$ cat src/rtl/command_receiver_pkg.sv
// Shared command constants for the command receiver and host-side test code.
// Contents:
//   SYNC_BYTE / OP_*   - frame sync byte and opcode values
//   ST_*               - parser state encodings
//   frame_t            - payload bytes captured between sync and checksum
//   helper functions   - checksum and opcode decoding
package command_receiver_pkg;

    localparam logic [7:0] SYNC_BYTE        = 8'hA5;
    localparam logic [7:0] OP_SET_FLAGS     = 8'h01;
    localparam logic [7:0] OP_RUN           = 8'h02;
    localparam logic [7:0] OP_SET_FLAGS_RUN = 8'h03;

    localparam logic [2:0] ST_IDLE     = 3'd0;
    localparam logic [2:0] ST_OPCODE   = 3'd1;
    localparam logic [2:0] ST_FLAGS_HI = 3'd2;
    localparam logic [2:0] ST_FLAGS_LO = 3'd3;
    localparam logic [2:0] ST_CHECKSUM = 3'd4;

    typedef struct packed {
        logic [7:0] opcode;
        logic [7:0] flags_hi;
        logic [7:0] flags_lo;
    } frame_t;

    function automatic logic [7:0] frame_checksum(input frame_t f);
        return f.opcode ^ f.flags_hi ^ f.flags_lo;
    endfunction

    function automatic logic opcode_sets_flags(input logic [7:0] op);
        return (op == OP_SET_FLAGS) || (op == OP_SET_FLAGS_RUN);
    endfunction

    function automatic logic opcode_runs(input logic [7:0] op);
        return (op == OP_RUN) || (op == OP_SET_FLAGS_RUN);
    endfunction

endpackage

$ cat src/rtl/uart_receiver.sv
// 8N1 UART byte receiver, LSB first.
// Ports:
//   clock        - system clock (rising edge)
//   reset_n      - asynchronous active-low reset
//   rx_i         - raw asynchronous serial line, idles high
//   byte_o       - last received byte (valid while byte_valid_o is high)
//   byte_valid_o - one-cycle pulse, cycle after a good stop-bit sample
//   frame_err_o  - one-cycle pulse, cycle after a low stop-bit sample
module uart_receiver #(
    parameter int CLOCKS_PER_BIT = 10
) (
    input  logic       clock,
    input  logic       reset_n,
    input  logic       rx_i,
    output logic [7:0] byte_o,
    output logic       byte_valid_o,
    output logic       frame_err_o
);

    localparam int              CNT_W     = $clog2(CLOCKS_PER_BIT + 1);
    localparam logic [CNT_W-1:0] HALF_LAST = CNT_W'(CLOCKS_PER_BIT / 2 - 1);
    localparam logic [CNT_W-1:0] BIT_LAST  = CNT_W'(CLOCKS_PER_BIT - 1);

    localparam logic [1:0] RX_IDLE  = 2'd0;
    localparam logic [1:0] RX_START = 2'd1;
    localparam logic [1:0] RX_DATA  = 2'd2;
    localparam logic [1:0] RX_STOP  = 2'd3;

    logic [1:0]       sync_q;
    logic             prev_q,  prev_d;
    logic [1:0]       fill_q,  fill_d;
    logic             armed_q, armed_d;
    logic [1:0]       state_q, state_d;
    logic [CNT_W-1:0] cnt_q,   cnt_d;
    logic [2:0]       bit_q,   bit_d;
    logic [7:0]       shift_q, shift_d;
    logic             valid_q, valid_d;
    logic             ferr_q,  ferr_d;
    logic             rx_s;

    assign rx_s = sync_q[1];

    always_comb begin
        // NOTE: every variable gets a default first so no path infers a latch.
        state_d = state_q;
        cnt_d   = cnt_q;
        bit_d   = bit_q;
        shift_d = shift_q;
        valid_d = 1'b0;
        ferr_d  = 1'b0;
        prev_d  = rx_s;
        // After two edges both sync flops hold real line samples, so only then
        // may a high level arm start detection (line low at release is ignored).
        fill_d  = (fill_q == 2'd2) ? fill_q : fill_q + 2'd1;
        armed_d = armed_q | ((fill_q == 2'd2) & rx_s);

        case (state_q)
            RX_IDLE: begin
                if (armed_q && prev_q && !rx_s) begin
                    state_d = RX_START;
                    cnt_d   = '0;
                end
            end
            RX_START: begin
                if (cnt_q == HALF_LAST) begin
                    cnt_d   = '0;
                    bit_d   = '0;
                    // High at the midpoint means a glitch: drop silently.
                    state_d = rx_s ? RX_IDLE : RX_DATA;
                end else begin
                    cnt_d = cnt_q + 1'b1;
                end
            end
            RX_DATA: begin
                if (cnt_q == BIT_LAST) begin
                    cnt_d   = '0;
                    shift_d = {rx_s, shift_q[7:1]};
                    if (bit_q == 3'd7) state_d = RX_STOP;
                    else               bit_d   = bit_q + 3'd1;
                end else begin
                    cnt_d = cnt_q + 1'b1;
                end
            end
            default: begin
                if (cnt_q == BIT_LAST) begin
                    cnt_d   = '0;
                    state_d = RX_IDLE;
                    valid_d = rx_s;
                    ferr_d  = !rx_s;
                end else begin
                    cnt_d = cnt_q + 1'b1;
                end
            end
        endcase
    end

    // NOTE: sequential state uses non-blocking assignments only.
    always_ff @(posedge clock or negedge reset_n) begin
        if (!reset_n) begin
            sync_q  <= 2'b11;
            prev_q  <= 1'b1;
            fill_q  <= '0;
            armed_q <= 1'b0;
            state_q <= RX_IDLE;
            cnt_q   <= '0;
            bit_q   <= '0;
            shift_q <= '0;
            valid_q <= 1'b0;
            ferr_q  <= 1'b0;
        end else begin
            sync_q  <= {sync_q[0], rx_i};
            prev_q  <= prev_d;
            fill_q  <= fill_d;
            armed_q <= armed_d;
            state_q <= state_d;
            cnt_q   <= cnt_d;
            bit_q   <= bit_d;
            shift_q <= shift_d;
            valid_q <= valid_d;
            ferr_q  <= ferr_d;
        end
    end

    assign byte_o       = shift_q;
    assign byte_valid_o = valid_q;
    assign frame_err_o  = ferr_q;

endmodule

$ cat src/rtl/command_receiver.sv
// Host command receiver: UART bytes -> framed commands (sync, opcode,
// flags_hi, flags_lo, checksum) -> flags register and run pulse.
// Ports:
//   clock     - system clock (rising edge)
//   reset_n   - asynchronous active-low reset
//   serial_rx - asynchronous UART line from the host, idles high
//   run       - one-cycle pulse commanding a capture/transmit run
//   flags     - registered capture flags, last accepted value
//   error     - one-cycle pulse on any rejected frame or byte
//   busy      - high while a frame is partially received
module command_receiver
    import command_receiver_pkg::*;
#(
    parameter int CLOCKS_PER_BIT = 10,
    parameter int TIMEOUT_CLOCKS = 2000
) (
    input  logic        clock,
    input  logic        reset_n,
    input  logic        serial_rx,
    output logic        run,
    output logic [15:0] flags,
    output logic        error,
    output logic        busy
);

    localparam int               TMO_W    = $clog2(TIMEOUT_CLOCKS + 1);
    // Expiry is decided one cycle early so the registered error pulse lands
    // exactly TIMEOUT_CLOCKS cycles after the last byte_valid.
    localparam logic [TMO_W-1:0] TMO_LAST = TMO_W'(TIMEOUT_CLOCKS - 2);

    logic [7:0] rx_byte;
    logic       byte_valid;
    logic       frame_err;

    uart_receiver #(
        .CLOCKS_PER_BIT(CLOCKS_PER_BIT)
    ) u_uart (
        .clock       (clock),
        .reset_n     (reset_n),
        .rx_i        (serial_rx),
        .byte_o      (rx_byte),
        .byte_valid_o(byte_valid),
        .frame_err_o (frame_err)
    );

    logic [2:0]       state_q, state_d;
    frame_t           frame_q, frame_d;
    logic [15:0]      flags_q, flags_d;
    logic             run_q,   run_d;
    logic             error_q, error_d;
    logic [TMO_W-1:0] tmo_q,   tmo_d;
    logic             frame_ok;

    // Unknown opcode and bad checksum both collapse into a single rejection.
    assign frame_ok = (opcode_sets_flags(frame_q.opcode) || opcode_runs(frame_q.opcode))
                      && (rx_byte == frame_checksum(frame_q));

    always_comb begin
        state_d = state_q;
        frame_d = frame_q;
        flags_d = flags_q;
        run_d   = 1'b0;
        error_d = 1'b0;
        tmo_d   = tmo_q;

        if (frame_err) begin
            state_d = ST_IDLE;
            error_d = 1'b1;
            tmo_d   = '0;
        end else if (byte_valid) begin
            // A byte arriving on the expiry cycle takes priority over timeout.
            tmo_d = '0;
            case (state_q)
                ST_IDLE:     if (rx_byte == SYNC_BYTE) state_d = ST_OPCODE;
                ST_OPCODE: begin
                    frame_d.opcode = rx_byte;
                    state_d        = ST_FLAGS_HI;
                end
                ST_FLAGS_HI: begin
                    frame_d.flags_hi = rx_byte;
                    state_d          = ST_FLAGS_LO;
                end
                ST_FLAGS_LO: begin
                    frame_d.flags_lo = rx_byte;
                    state_d          = ST_CHECKSUM;
                end
                default: begin
                    state_d = ST_IDLE;
                    if (frame_ok) begin
                        if (opcode_sets_flags(frame_q.opcode))
                            flags_d = {frame_q.flags_hi, frame_q.flags_lo};
                        run_d = opcode_runs(frame_q.opcode);
                    end else begin
                        error_d = 1'b1;
                    end
                end
            endcase
        end else if (state_q != ST_IDLE) begin
            if (tmo_q == TMO_LAST) begin
                state_d = ST_IDLE;
                error_d = 1'b1;
                tmo_d   = '0;
            end else begin
                tmo_d = tmo_q + 1'b1;
            end
        end
    end

    always_ff @(posedge clock or negedge reset_n) begin
        if (!reset_n) begin
            state_q <= ST_IDLE;
            frame_q <= '0;
            flags_q <= '0;
            run_q   <= 1'b0;
            error_q <= 1'b0;
            tmo_q   <= '0;
        end else begin
            state_q <= state_d;
            frame_q <= frame_d;
            flags_q <= flags_d;
            run_q   <= run_d;
            error_q <= error_d;
            tmo_q   <= tmo_d;
        end
    end

    assign run   = run_q;
    assign error = error_q;
    assign flags = flags_q;
    assign busy  = (state_q != ST_IDLE);

endmodule

$ cat config.mk
export PLATFORM = sky130hd
export DESIGN_NAME = command_receiver
export DESIGN_NICKNAME = d
export VERILOG_FILES = /design/src/rtl/command_receiver_pkg.sv /design/src/rtl/uart_receiver.sv /design/src/rtl/command_receiver.sv
export SDC_FILE = /design/constraint.sdc
export NUM_CORES = 1
export LEC_CHECK = 0
export ABC_CLOCK_PERIOD_IN_PS = 1900
export CORE_ASPECT_RATIO = 0.9
export CORE_MARGIN = 2
export CORE_UTILIZATION = 53
export CTS_CLUSTER_SIZE = 24
export DETAILED_ROUTE_END_ITERATION = 10
export HOLD_SLACK_MARGIN = 0.06
export PLACE_DENSITY_LB_ADDON = 0.05
export SLEW_MARGIN = 20
export SYNTH_ARGS = -nofsm -noshare
export SYNTH_HDL_FRONTEND = slang
export SYNTH_SLANG_ARGS = --single-unit
$ cat constraint.sdc
create_clock -name clock -period 1.9 [get_ports clock]
set_input_delay 0.475 -clock clock [delete_from_list [all_inputs] [get_ports clock]]
set_output_delay 0.475 -clock clock [all_outputs]
set_load 0.03 [all_outputs]
---- Word level (Yosys, flattened, before mapping) ----
Cells that the tools add are included.
storage, ports and cells
  bits in registers ....................... 81
operators by class
  add/sub/neg operators ................... 4
  equality and inequality tests ........... 21
  mux-type cells .......................... 39
  bitwise operators ....................... 6
  reductions and logical operators ........ 24
operator list
  kind                                                             number
  11-bit 2-to-1 mux                                                4
  3-bit 2-to-1 mux                                                 8
  8-bit by 2-bit == test with 1-bit output, second input constant  2
  8-bit bitwise XOR                                                2
  1-bit 2-to-1 mux                                                 14
  2-bit 2-to-1 mux                                                 6
  4-bit 2-to-1 mux                                                 3
  3-bit one-hot mux with 4 select lines                            1
  3-bit AND reduction                                              4
  3-bit nonzero test                                               4
  11-bit by 1-bit adder with 11-bit output, second input constant  1
  11-bit == test, second input constant                            1
  5-bit AND reduction                                              2
  8-bit by 1-bit == test with 1-bit output, second input constant  1
  8-bit == test                                                    1
  8-bit == test, second input constant                             1
  2-bit by 1-bit != test with 1-bit output, second input constant  4
  4-bit one-hot mux with 2 select lines                            1
  3-bit by 2-bit == test with 1-bit output, second input constant  2
  2-bit one-hot mux with 3 select lines                            1
  3-bit one-hot mux with 2 select lines                            1
  4-bit by 1-bit adder with 4-bit output, second input constant    1
  2-bit == test, second input constant                             2
  4-bit by 3-bit == test with 1-bit output, second input constant  1
  21 further kinds                                                 26

---- Longest topological paths before layout ----
  depth after elaboration ................. 8
  mapped depth ............................ 8
  depth with buffers taken out ............ 7

---- Hierarchy ----
Synthesis repeated with hierarchy kept, for this count alone.
second synthesis, totals
  cells, all modules ...................... 294
  area, all modules ....................... 3742.3 um^2
modules (own cells, without submodules)
  module            times used  cells an instance  area an instance (um^2)  sequential area each (um^2)
  command_receiver  1           207                2643.8                   1401.3
  uart_receiver     1           87                 1098.6                   629.4

---- Worst setup path after synthesis ----
Ideal clock, no wire load.
  path kind ............................... reg-to-reg
  start point ............................. register state_q[1]
  end point ............................... register tmo_q[9]
  setup time .............................. 0.125 ns
  arrival ................................. 1.774 ns
  required time ........................... 1.775 ns
  path slack .............................. 0.001 ns
  stages on the path, launching flop included .. 8
  period minus slack after synthesis ...... 1.899 ns
  cells stage by stage .................... dfrtp_1 > clkbuf_1 > nor3_1 > inv_1 > clkbuf_1 > o2111ai_1 > xor2_1 > nor2_1
between the ends
  cells in the longest elaborated chain, start to end .. 2
ends and longest elaborated chain
  what                          line                     text
  from (decl)                   command_receiver.sv:46   logic [2:0] state_q, state_d;
  from (signal assigned)        command_receiver.sv:118  state_q <= state_d;
  3-bit nonzero test            -
  via busy                      command_receiver.sv:23   output logic busy
  3-bit nonzero test (no line)  -
  to (signal assigned)          command_receiver.sv:123  tmo_q <= tmo_d;
  to (decl)                     command_receiver.sv:51   logic [TMO_W-1:0] tmo_q, tmo_d;
The timed path passes the listed nets, and every way through them passes these cells.
A chain may end at the register's enable or synchronous reset.

---- Final worst setup path ----
  start point ............................. register frame_q[12] (netlist bit)
  end point ............................... register flags_q[4], in the netlist flags[4]
between the ends
  cells in the longest elaborated chain, start to end .. 5
ends and longest elaborated chain
  what                             line                        text
  from (decl)                      command_receiver.sv:47      frame_t frame_q, frame_d;
  from (signal assigned)           command_receiver.sv:119     frame_q <= frame_d;
  8-bit bitwise XOR (2 in series)  command_receiver_pkg.sv:27  return f.opcode ^ f.flags_hi ^ f.flags_lo;
  8-bit == test                    command_receiver.sv:56      && (rx_byte == frame_checksum(frame_q));
  1-bit logical AND                command_receiver.sv:56
  5-bit AND reduction (no line)    -
  to (signal assigned)             command_receiver.sv:120     flags_q <= flags_d;
  to (decl)                        command_receiver.sv:48      logic [15:0] flags_q, flags_d;
No other way between the ends.

==> reports/results.tsv <==
metric	value	unit
core-area	6970	um2
placed_cell_area	4320	um2
clk_latency	0.35	ns
syn_area	3750	um2
worst_slack	-0.0953	ns
synth-seq-cells	81	
wire_per_inst	15.0	um
violations	setup timing	
synthFlopType	dfrtp_1	
total_leakage_power	2.35	nW
rsz0062_at_grt	yes	
crit_slowest_cell	dfrtp_1	
synth_edf_count	0	
path_cells	xnor2_2 -> xnor2_2 -> nor4_2 -> and4_4 -> clkbuf_16 -> mux2_4	
syn_avg_cell_area	12.4	um2
slew_viol_final	0	
port-buffer-count	21	
instances_no_fill	463	
gp_congestion	0.786	
p_per_area	780	nW/um2
max_freq	501	MHz
cts_tree	yes	
tightestPinTransition	0.410	ns
grt_pass1_vias	2392	
synth_cell_types	50	
yosysMostFrequentCell	dfrtp_1	
required	2.14	ns
netlist.top_cell.by_area	dfrtp_1	
fin_tns_setup	-1.25	ns
antenna_found_initial	0	
remaining_drc_errors	0	
fillers	555	
final_area	4650	um2
cp_slowest_stage_delay	0.44	ns
critPathKind	flip-flop to flip-flop	
outcome	finished, violations left	
crit_arrival	2.23	ns
synth_top_area_share	52.0	%
drv_cap	0	
clock-root-buffer	clkbuf_8	
cts_setup_buffers	0	
vias_per_cell	5.36	
peakVddDrop	0.000578	V
start_kind	flip-flop	
endpoint_kind	flip-flop	
first_pass_iters	4	
setup_viol	16	
slew_headroom	72.6	%
grt_max_degree	39	
htreeDepth	3	
synth_common_cells	dfrtp_1 (78), mux2_2 (37), nand2_1 (17), nor2_1 (15), xnor2_1 (15)	
rows	29	
power	3.63	mW
skew	0.0138	ns
gr-usage-all-layers	19.0	%
clock-sinks	81	
floorplan.initialDensity	53.9	%
seq_area_frac_synth	54.1	%
antenna_left	0	
min_period	2.00	ns
grt-ovfl-total	0	
grt_pass1_wl	11.5	mm
drive_gt1_share	31.9	%
hold_class	flip-flop to flip-flop	
die_area	7770	um2
period_share	105	%
ff_latch_area	2030	um2
syn-num-nets	315	
synth.area.top_cells	dfrtp_1 (52%), mux2_2 (11%), mux2_4 (4.0%)	
fin_nets	377	
critPathMaxFanout	8	
drtIter0Drc	100	
post-route-util	66.8	%
die-width	92.7	um
dp.cells	445	
areaGrowthSynthToFinish	24.0	%
hpwl	4.67	mm
syn-instance-count	303	
vias	2480	
io_pins	22	
crit_top_cell	xnor2_2	
antenna_cells	0	
synth_warnings	0	
async_reset_ff_share	100	%
routed_wl	6.95	mm
dieHeight	83.8	um
cts_buffer_depth	2	
finalHoldViolCount	0	
cts.clk_slew.worst_paths	0.08	ns
numCtsBuffers	9	
multi_input_area	1700	um2
[area by class of cell]
cell class	instances	area share, %
multi-input cells	204	36.6
well taps	93	2.50
clock inverters	5	1.72
flip-flops and latches	81	43.6
repair buffers	59	12.0
clock buffers	11	2.82
inverters	10	0.806
[sequential cells by signal, summed over array words and instances, names as in the netlist]
| register | cells |
|---|---|
| frame_q | 24 |
| flags | 16 |
| tmo_q | 11 |
| u_uart.byte_o | 8 |
| u_uart.cnt_q | 4 |
| state_q | 3 |
| u_uart.bit_q | 3 |
| u_uart.fill_q | 2 |
| u_uart.state_q | 2 |
| u_uart.sync_q | 2 |
| error | 1 |
| run | 1 |
| u_uart.armed_q | 1 |
| u_uart.byte_valid_o | 1 |
| u_uart.frame_err_o | 1 |
| u_uart.prev_q | 1 |
[power by group]
| part | leakage [nW] | switching, mW | internal (mW) | total [mW] |
|---|---|---|---|---|
| combinational | 1.14 | 0.232 | 0.163 | 0.395 |
| sequential | 1.10 | 0.0983 | 1.80 | 1.90 |
| clock | 0.0995 | 0.596 | 0.739 | 1.33 |
| total | 2.35 | 0.926 | 2.70 | 3.63 |
[layout by cell type (no fill, tap or decap), drive strengths merged, types with 11 or more instances in the layout]
cell           instances
a21oi                 11
buf                   37
clkbuf                12
clkdlybuf4s50         12
dfrtp                 78
mux2                  47
nand2                 17
nor2                  16
o21ai                 14
xnor2                 15
xor2                  11
[what timing repair did]
item                       4_1_cts  5_1_grt
pin swaps                        0        3
hold buffers                     1        0
hold endpoints to repair        22        0
resized for setup                5       20
gates cloned                     0        1
setup endpoints to repair       17       26
[through the flow]
step | worst slack [ns] | hold WS [ns]
final | -0.0953 | 0.358
after detailed placement | -0.0869 | 0.349
after global routing | -0.199 | 0.361
after CTS | -0.0964 | 0.359
after floorplan | 0.000855 | 0.179
after global placement | -0.120 | 0.346
[path summary, 6_finish.rpt]
path                       slack [ns]  cells past startpoint        startpoint          endpoint
setup / recovery                 -0.1                      6       frame_q[12]          flags[4]
hold / removal                   0.36                      0  u_uart.sync_q[0]  u_uart.sync_q[1]
setup reg to reg                 -0.1                      6       frame_q[12]          flags[4]
hold reg to reg                  0.36                      0  u_uart.sync_q[0]  u_uart.sync_q[1]
max in group asynchronous        0.69                      3           reset_n  u_uart.sync_q[1]
min in group asynchronous        0.59                      2           reset_n          tmo_q[2]
[layer usage]
metal / global-route usage, % / part of all wire (%) / vias to the layer above
met5: 0 / 0 / -
met4: 4.28 / 0.79 / 0
met3: 6.50 / 3.2 / 6
met2: 29.2 / 46 / 34
met1: 26.3 / 50 / 1235
li1: - / - / 1205
[logic make-up after synthesis]
logic type               count (synthesis)  synth area share, %
multiplexers                            49                 15.6
adder cells (fa/ha/maj)                  9                 3.00
buffers and inverters                   18                 2.43
flip-flops                              81                 54.1
AO/OA/AOI/OAI                           43                 7.10
AND/OR/NAND/NOR                         76                 11.1
XOR/XNOR                                27                 6.67
[worst max-delay path: cells and delay by family, from the launching register on]
kind,cells,cell delay [ns]
xor gates and xnor gates,2,0.33
buffers and inverters,1,0.18
DFF,1,0.44
muxes,1,0.30
and+or+nand+nor,2,0.64
(Power assumes the default switching activity.)
